==> config.mk <==
export PLATFORM = sky130hd
export DESIGN_NAME = mmio_console
export DESIGN_NICKNAME = d
export VERILOG_FILES = /design/src/rtl/mmio_console.sv
export SDC_FILE = /design/constraint.sdc
export NUM_CORES = 1
export LEC_CHECK = 0
export CELL_PAD_IN_SITES_DETAIL_PLACEMENT = 0
export CELL_PAD_IN_SITES_GLOBAL_PLACEMENT = 1
export CORE_MARGIN = 4
export CORE_UTILIZATION = 42
export DETAILED_ROUTE_END_ITERATION = 16
export GPL_TIMING_DRIVEN = 0
export HOLD_SLACK_MARGIN = 0.02
export PLACE_DENSITY_LB_ADDON = 0.1
export RECOVER_POWER = 100
export SYNTH_ARGS = -nofsm -noshare
export SYNTH_HDL_FRONTEND = slang
export SYNTH_SLANG_ARGS = --single-unit
export TNS_END_PERCENT = 30
==> constraint.sdc <==
create_clock -name clk -period 4.2 [get_ports clk]
set_input_delay 0.42 -clock clk [delete_from_list [all_inputs] [get_ports clk]]
set_output_delay 0.42 -clock clk [all_outputs]
set_load 0.05 [all_outputs]
==> src/rtl/mmio_console.sv <==
// Memory-mapped console/exit agent: byte TX FIFO drained on a valid/ready stream,
// a sticky exit-code latch, FIFO status and a free-running cycle counter.
module mmio_console #(
  parameter int FIFO_DEPTH = 16
) (
  input  logic        clk,
  input  logic        rst,
  input  logic [3:0]  address,
  input  logic        read,
  input  logic        write,
  input  logic [3:0]  byteenable,
  input  logic [31:0] host_to_agent,
  output logic [31:0] agent_to_host,
  output logic        readdatavalid,
  output logic        waitrequest,
  output logic        tx_valid,
  output logic [7:0]  tx_data,
  input  logic        tx_ready,
  output logic        exit_valid,
  output logic [31:0] exit_code
);

  localparam int AW = (FIFO_DEPTH > 1) ? $clog2(FIFO_DEPTH) : 1;
  localparam int CW = AW + 1;

  logic [7:0]    r_mem [FIFO_DEPTH];
  logic [AW-1:0] r_wr_ptr;
  logic [AW-1:0] r_rd_ptr;
  logic [CW-1:0] r_count;
  logic [31:0]   r_cycles;
  logic [31:0]   r_exit_code;
  logic          r_exit_valid;
  logic [31:0]   r_rdata;
  logic          r_rdvalid;

  logic [1:0]    w_reg;
  logic          w_empty;
  logic          w_full;
  logic          w_wr_acc;
  logic          w_rd_acc;
  logic          w_push;
  logic          w_pop;
  logic [7:0]    w_count8;
  logic [31:0]   w_rdata;

  assign w_reg    = address[3:2];
  assign w_empty  = (r_count == CW'(0));
  assign w_full   = (r_count == CW'(FIFO_DEPTH));
  assign w_count8 = 8'(r_count);

  // Full-stall is purely combinational; a same-cycle pop does not release it.
  assign waitrequest = write && (w_reg == 2'd0) && w_full;
  assign w_wr_acc    = write && !waitrequest;
  assign w_rd_acc    = read && !write;
  assign w_push      = w_wr_acc && (w_reg == 2'd0) && byteenable[0];
  assign w_pop       = !w_empty && tx_ready;

  assign tx_valid      = !w_empty;
  assign tx_data       = w_empty ? 8'h00 : r_mem[r_rd_ptr];
  assign agent_to_host = r_rdata;
  assign readdatavalid = r_rdvalid;
  assign exit_valid    = r_exit_valid;
  assign exit_code     = r_exit_code;

  always_comb begin
    w_rdata = 32'h0000_0000;
    case (w_reg)
      2'd0:    w_rdata = 32'h0000_0000;
      2'd1:    w_rdata = {16'h0000, w_count8, 6'b00_0000, w_full, w_empty};
      2'd2:    w_rdata = r_exit_code;
      2'd3:    w_rdata = r_cycles;
      default: w_rdata = 32'h0000_0000;
    endcase
  end

  always_ff @(posedge clk) begin
    if (w_push) begin
      r_mem[r_wr_ptr] <= host_to_agent[7:0];
    end
  end

  always_ff @(posedge clk or negedge rst) begin
    if (!rst) begin
      r_wr_ptr <= '0;
      r_rd_ptr <= '0;
      r_count  <= '0;
    end else begin
      if (w_push) begin
        r_wr_ptr <= r_wr_ptr + AW'(1);
      end
      if (w_pop) begin
        r_rd_ptr <= r_rd_ptr + AW'(1);
      end
      case ({w_push, w_pop})
        2'b10:   r_count <= r_count + CW'(1);
        2'b01:   r_count <= r_count - CW'(1);
        default: r_count <= r_count;
      endcase
    end
  end

  // Read data reflects pre-edge state; a write in the same cycle drops the read.
  always_ff @(posedge clk or negedge rst) begin
    if (!rst) begin
      r_rdvalid <= 1'b0;
      r_rdata   <= 32'h0000_0000;
    end else begin
      r_rdvalid <= w_rd_acc;
      r_rdata   <= w_rd_acc ? w_rdata : 32'h0000_0000;
    end
  end

  always_ff @(posedge clk or negedge rst) begin
    if (!rst) begin
      r_cycles     <= 32'h0000_0000;
      r_exit_valid <= 1'b0;
      r_exit_code  <= 32'h0000_0000;
    end else begin
      r_cycles <= r_cycles + 32'd1;
      if (w_wr_acc && (w_reg == 2'd2) && !r_exit_valid) begin
        r_exit_valid <= 1'b1;
        r_exit_code  <= host_to_agent;
      end
    end
  end

endmodule

# --- After elaboration in Yosys (flattened, before gate mapping) ---
# Memory sizes are Yosys's and may differ from the RTL's.
# Cells that the tools add are included.
# W data, S select, Z words.
totals:
  word_cells: 42
  out_inout_bits: 76
  memories: 1
  regBits: 111
  ram_bits: 128
  input_bits: 45
classes:
  n_eq_ne: 6
  n_mux: 6
  n_reduce_logical: 16
  n_addsub: 5
mem_list:
  columns: ["memory", "depth", "width", "rd", "rd_ports_with_merged_regs", "write_ports", "line", "rtl"]
  rows:
  - ["r_mem", 16, 8, 1, 0, 1, "26", "logic [7:0] r_mem [FIFO_DEPTH];"]
ops:
  columns: ["operator", "count"]
  rows:
  - ["$pmux W32 S4", 1]
  - ["$add A32 B1 Y32 const B", 1]
  - ["$mux W32", 1]
  - ["$pmux W5 S2", 1]
  - ["$logic_and A1 B1 Y1", 9]
  - ["$add A4 B1 Y4 const B", 2]
  - ["$mux W8", 1]
  - ["$eq A2 B2 Y1 const B", 3]
  - ["$add A5 B1 Y5 const B", 1]
  - ["$eq A5 B5 Y1 const B", 1]
  - ["$logic_not A5 Y1", 1]
  - ["$sub A5 B1 Y5 const B", 1]
  - ["$eq A2 B1 Y1 const B", 2]
  - ["$logic_not A1 Y1", 4]
  - ["$logic_not A2 Y1", 1]
  - ["$mux W1", 2]
  - ["$reduce_bool A2 Y1", 1]

# --- Longest topological paths before layout ---
logic_depth:
  depth_word: 9
  depth_mapped: 12
  mapped_depth_nobuf: 10

# --- Least setup slack after synthesis ---
# OpenSTA, ideal clock, no wires.
synth_path:
  kind: "input to output"
  from: "input port address[2]"
  to: "output port waitrequest"
  path_slack_ps: 1153
  t_required_ps: 3780
  path_buffers: 3
  arrival_time_ps: 2627
  stages: 4
  cell_sequence: "buf_2 -> buf_2 -> buf_2 -> nor4b_1"
synth_via:
  elab_chain_len: 3
synth_rtl:
  columns: ["element", "line", "rtl"]
  rows:
  - ["start, declared", "8", "input logic [3:0] address,"]
  - ["$logic_not A2 Y1", "52", "assign waitrequest = write && (w_reg == 2'd0) && w_full;"]
  - ["$logic_and A1 B1 Y1 (2 in series)", "52", null]
  - ["end, declared", "15", "output logic waitrequest,"]
# Every way passes these cells.

# --- Final worst setup path ---
layout_path:
  from: "register r_rd_ptr[1]"
  to: "output port tx_data[0]"
layout_via:
  elab_chain_len: 2
layout_rtl:
  columns: ["element", "line", "rtl"]
  rows:
  - ["start, declared", "28", "logic [AW-1:0] r_rd_ptr;"]
  - ["start signal, assigned", "92", "r_rd_ptr <= r_rd_ptr + AW'(1);"]
  - ["$mem_v2 Z16 W8", null, null]
  - ["$mux W8", "59", "assign tx_data = w_empty ? 8'h00 : r_mem[r_rd_ptr];"]
  - ["end, declared", "17", "output logic [7:0] tx_data,"]
# Every way passes these cells.

==> flow_summary.toml <==
[outcome]
status = "finished, violations left"
violations = "max-capacitance violations, max-slew violations"

[timing]
fin_crit_ns = 3.636
fin_crit_sh_pct = 86.58
clock_skew_ns = 0.01048
slew_violations = 29
fmax_ghz = 0.2750
hold_ws_ns = 0.4887
maxSlewHeadroom_pct = -19.23
rsz0062_at_grt = "false"
setup_ws_ns = 0.5637
setup_viol = 0
hold_viol = 0
tns_ns = 0
tightest_slew_ns = 1.772

[synthesis]
seq_area_frac_synth_pct = 67.35
synth-edff-count = 128
yosys.cell_types.count = 49
syn_area_per_cell_sq_um = 16.04
synth.ff_latch_count = 239
syn_nets = 668
synthCells = 613
yosysWarningCount = 0
ys.flop_type = "edfxtp_1"
syn_area_sq_mm = 0.009831
async_flop_share_pct = 46.44

[worst_setup_path]
cp.depth = 6
crit_required_ns = 3.78
cp_cell_sequence = "clkbuf_2, clkbuf_1, mux4_2, mux2i_1, o22ai_1, dlygate4sd3_1"
critPathMaxStageDelay_ns = 0.91
path_max_fanout = 10
start_kind = "flop"
worst_path_max_delay_cell = "dlygate4sd3_1"
r2r_cells = 12
crit_family = "buffers and inverters"
cp.arrival_ns = 3.22
critical_path_class = "flop to output port"
cp-end-kind = "output port"
crit_buf_inv = 3

[global_route]
grt_pass1_wl_um = 34780
grt_use_total_pct = 17.12
grt_max_degree = 58
antenna_found_initial = 0
overflow = 0
grt_pass1_vias = 5936

[die]
fp.dieW_um = 161.0
die-area_sq_mm = 0.02592
rows = 55
die_h_um = 161.0
pin_count = 121
coreArea_sq_mm = 0.02285
start_util_pct = 43.03

[routing]
wl_per_cell_um = 19.73
drc = 0
drt_iter0_drc = 305
routed_wl_um = 21580
dr.pass1.iters = 4
ant_nets = 0
via_per_inst = 5.050
vias = 5525

[clocking]
clk_latency_ns = 0.51
clock_path_buffers = 3
cts_tree = "built"
cts-resized-gates = 0
cts-root-buf = "clkbuf_16"
clock-sinks = 239
path_clk_slew_ns = 0.06
cts_buffers = 26
post_cts_buffers = 0
postCtsHoldBufs = 1
htreeDepth = 1

[layout]
finalNetCount = 816
layout-area-overhead-vs-synth_pct = 24.76
fin_area_sq_mm = 0.01226
layout-drive-gt1-share_pct = 17.03
n_antenna_cell = 0
fillers = 1948

[power]
p_clk_share_pct = 29.6
power_leakage_nw = 4.809
irDropWorstVdd_v = 0.0005204
power_frac_seq_pct = 35.9
p_sw_share_pct = 34.80
switchingPower_w = 0.002841
p_comb_share_pct = 34.5
power.density_mw_per_mm2 = 665.7
p_int_w = 0.005323

[placement]
place_ws_ns = 0.8069
dp_hpwl_um = 14930
io_buffers = 114
place_area_sq_mm = 0.01144
globalplace.congestion = 0.7781

[hold_path]
hold_class = "flop to flop"
min_path_cells = 1

[flow_run]
max-cap-violations = 3
[per-stage QoR]
stage / util, % / power, W / std cells
after floorplan: - / 0.004951 / 613
after global placement: 49.74 / 0.005895 / 1040
after detailed placement: 50.09 / 0.005935 / 1045
after CTS: 54.17 / 0.008393 / 1094
after global routing: 53.68 / 0.008572 / 1094
final: 53.68 / 0.008165 / 1094
[path summary, 6_finish.rpt]
| kind | from | end | slack, ns |
|---|---|---|---|
| setup / recovery | r_rd_ptr[1]$_DFFE_PN0P_ | tx_data[0] | 0.56 |
| hold / removal | r_cycles[31]$_DFF_PN0_ | r_cycles[31]$_DFF_PN0_ | 0.49 |
| setup reg to reg | r_count[1]$_DFFE_PN0P_ | r_count[4]$_DFFE_PN0P_ | 0.76 |
| hold reg to reg | r_cycles[31]$_DFF_PN0_ | r_cycles[31]$_DFF_PN0_ | 0.49 |
| max in group asynchronous | rst | exit_code[28]$_DFFE_PN0P_ | 1.38 |
| min in group asynchronous | rst | r_count[1]$_DFFE_PN0P_ | 0.79 |
[cell usage in the layout (no fill, tap or decap), drive strengths merged, types with 2 or more instances in the layout]
cell / count
edfxtp: 128
dfrtp: 111
dlygate4sd3: 84
clkbuf: 56
nor2: 44
mux2i: 41
mux2: 41
mux4: 32
clkdlybuf4s50: 30
xnor2: 25
nand2: 22
xor2: 16
inv: 14
nand3: 13
nand4: 11
buf: 11
clkinv: 11
ha: 10
nor4: 10
nor3: 9
o22ai: 8
bufinv: 6
a22oi: 5
and2: 5
a21oi: 4
o21ai: 4
nand2b: 3
and4: 3
and3: 3
nand4b: 2
or2: 2
nor2b: 2
a32oi: 2
and3b: 2
[metal layers]
metal	wire [um]	share of wire, %	vias to the layer above	global-route usage (%)
li1	-	-	2590	-
met1	9544	44	2799	23.36
met2	10660	49	113	28.99
met3	1093	5.1	23	3.470
met4	281	1.3	0	3.218
met5	0	0	-	0
[layout make-up]
| class | count | area (sq um) | area share, % |
|---|---|---|---|
| buffer | 31 | 140.1 | 1.143 |
| clock buffer | 30 | 686.9 | 5.601 |
| clock inverter | 18 | 236.5 | 1.928 |
| inverter | 14 | 52.55 | 0.4285 |
| multi-input combinational | 329 | 2969 | 24.21 |
| sequential | 239 | 6621 | 53.99 |
| tap | 313 | 391.6 | 3.193 |
| timing repair buffer | 120 | 1166 | 9.508 |
[sequential cells by signal, indices dropped and copies added, names as in the netlist]
| register | flops |
|---|---|
| r_wr_ptr | 4 |
| exit_valid | 1 |
| r_cycles | 32 |
| r_mem | 128 |
| readdatavalid | 1 |
| r_rd_ptr | 4 |
| exit_code | 32 |
| agent_to_host | 32 |
| r_count | 5 |
[cells by family (layout without fill, tap and decap cells)]
kind of cell               after synthesis  in the layout  synth area share [%]
DFF                                    239            239                 67.35
and+or+nand+nor                        135            135                 7.484
muxes                                  114            114                 16.20
buffers and inverters                   45            213                 2.036
xor gates and xnor gates                41             41                 3.653
AOI/OAI and AO/OA                       29             29                 1.998
adders and majority gates               10             10                 1.273
[power groups by stage]
stage | Sequential, W | Clock (W) | Combinational (W)
floorplan | 0.00354 | 0 | 0.00142
global placement | 0.00298 | 0 | 0.00291
detailed placement | 0.00298 | 0 | 0.00295
CTS | 0.00294 | 0.00248 | 0.00297
global route | 0.00297 | 0.00259 | 0.00301
finish | 0.00293 | 0.00241 | 0.00282
[worst reg2reg max path, cell delays in order, from the launching register on]
cell and delay (ns):
dfrtp_1 0.32, clkbuf_1 0.35, nor4_4 0.13, a21oi_1 0.62, inv_1 0.32, ha_1 0.32
clkbuf_1 0.20, xor2_1 0.19, ha_1 0.23, o211a_1 0.23, o31ai_1 0.19, a31oi_1 0.09
xnor2_1 0.15
[Yosys cell counts (9+ instances only)]
cell type	count	share of area, %
nor2_1	44	1.7
buf_2	13	0.66
nor3_1	9	0.46
dfrtp_1	111	28
mux2_2	41	4.7
nand3_1	13	0.66
xor2_1	16	1.4
inv_1	14	0.53
nand4_1	9	0.57
ha_1	10	1.3
mux4_2	32	7.3
xnor2_1	25	2.2
edfxtp_1	128	39
mux2i_1	41	4.2
nand2_1	22	0.84
Power figures use the tool's default switching activity.
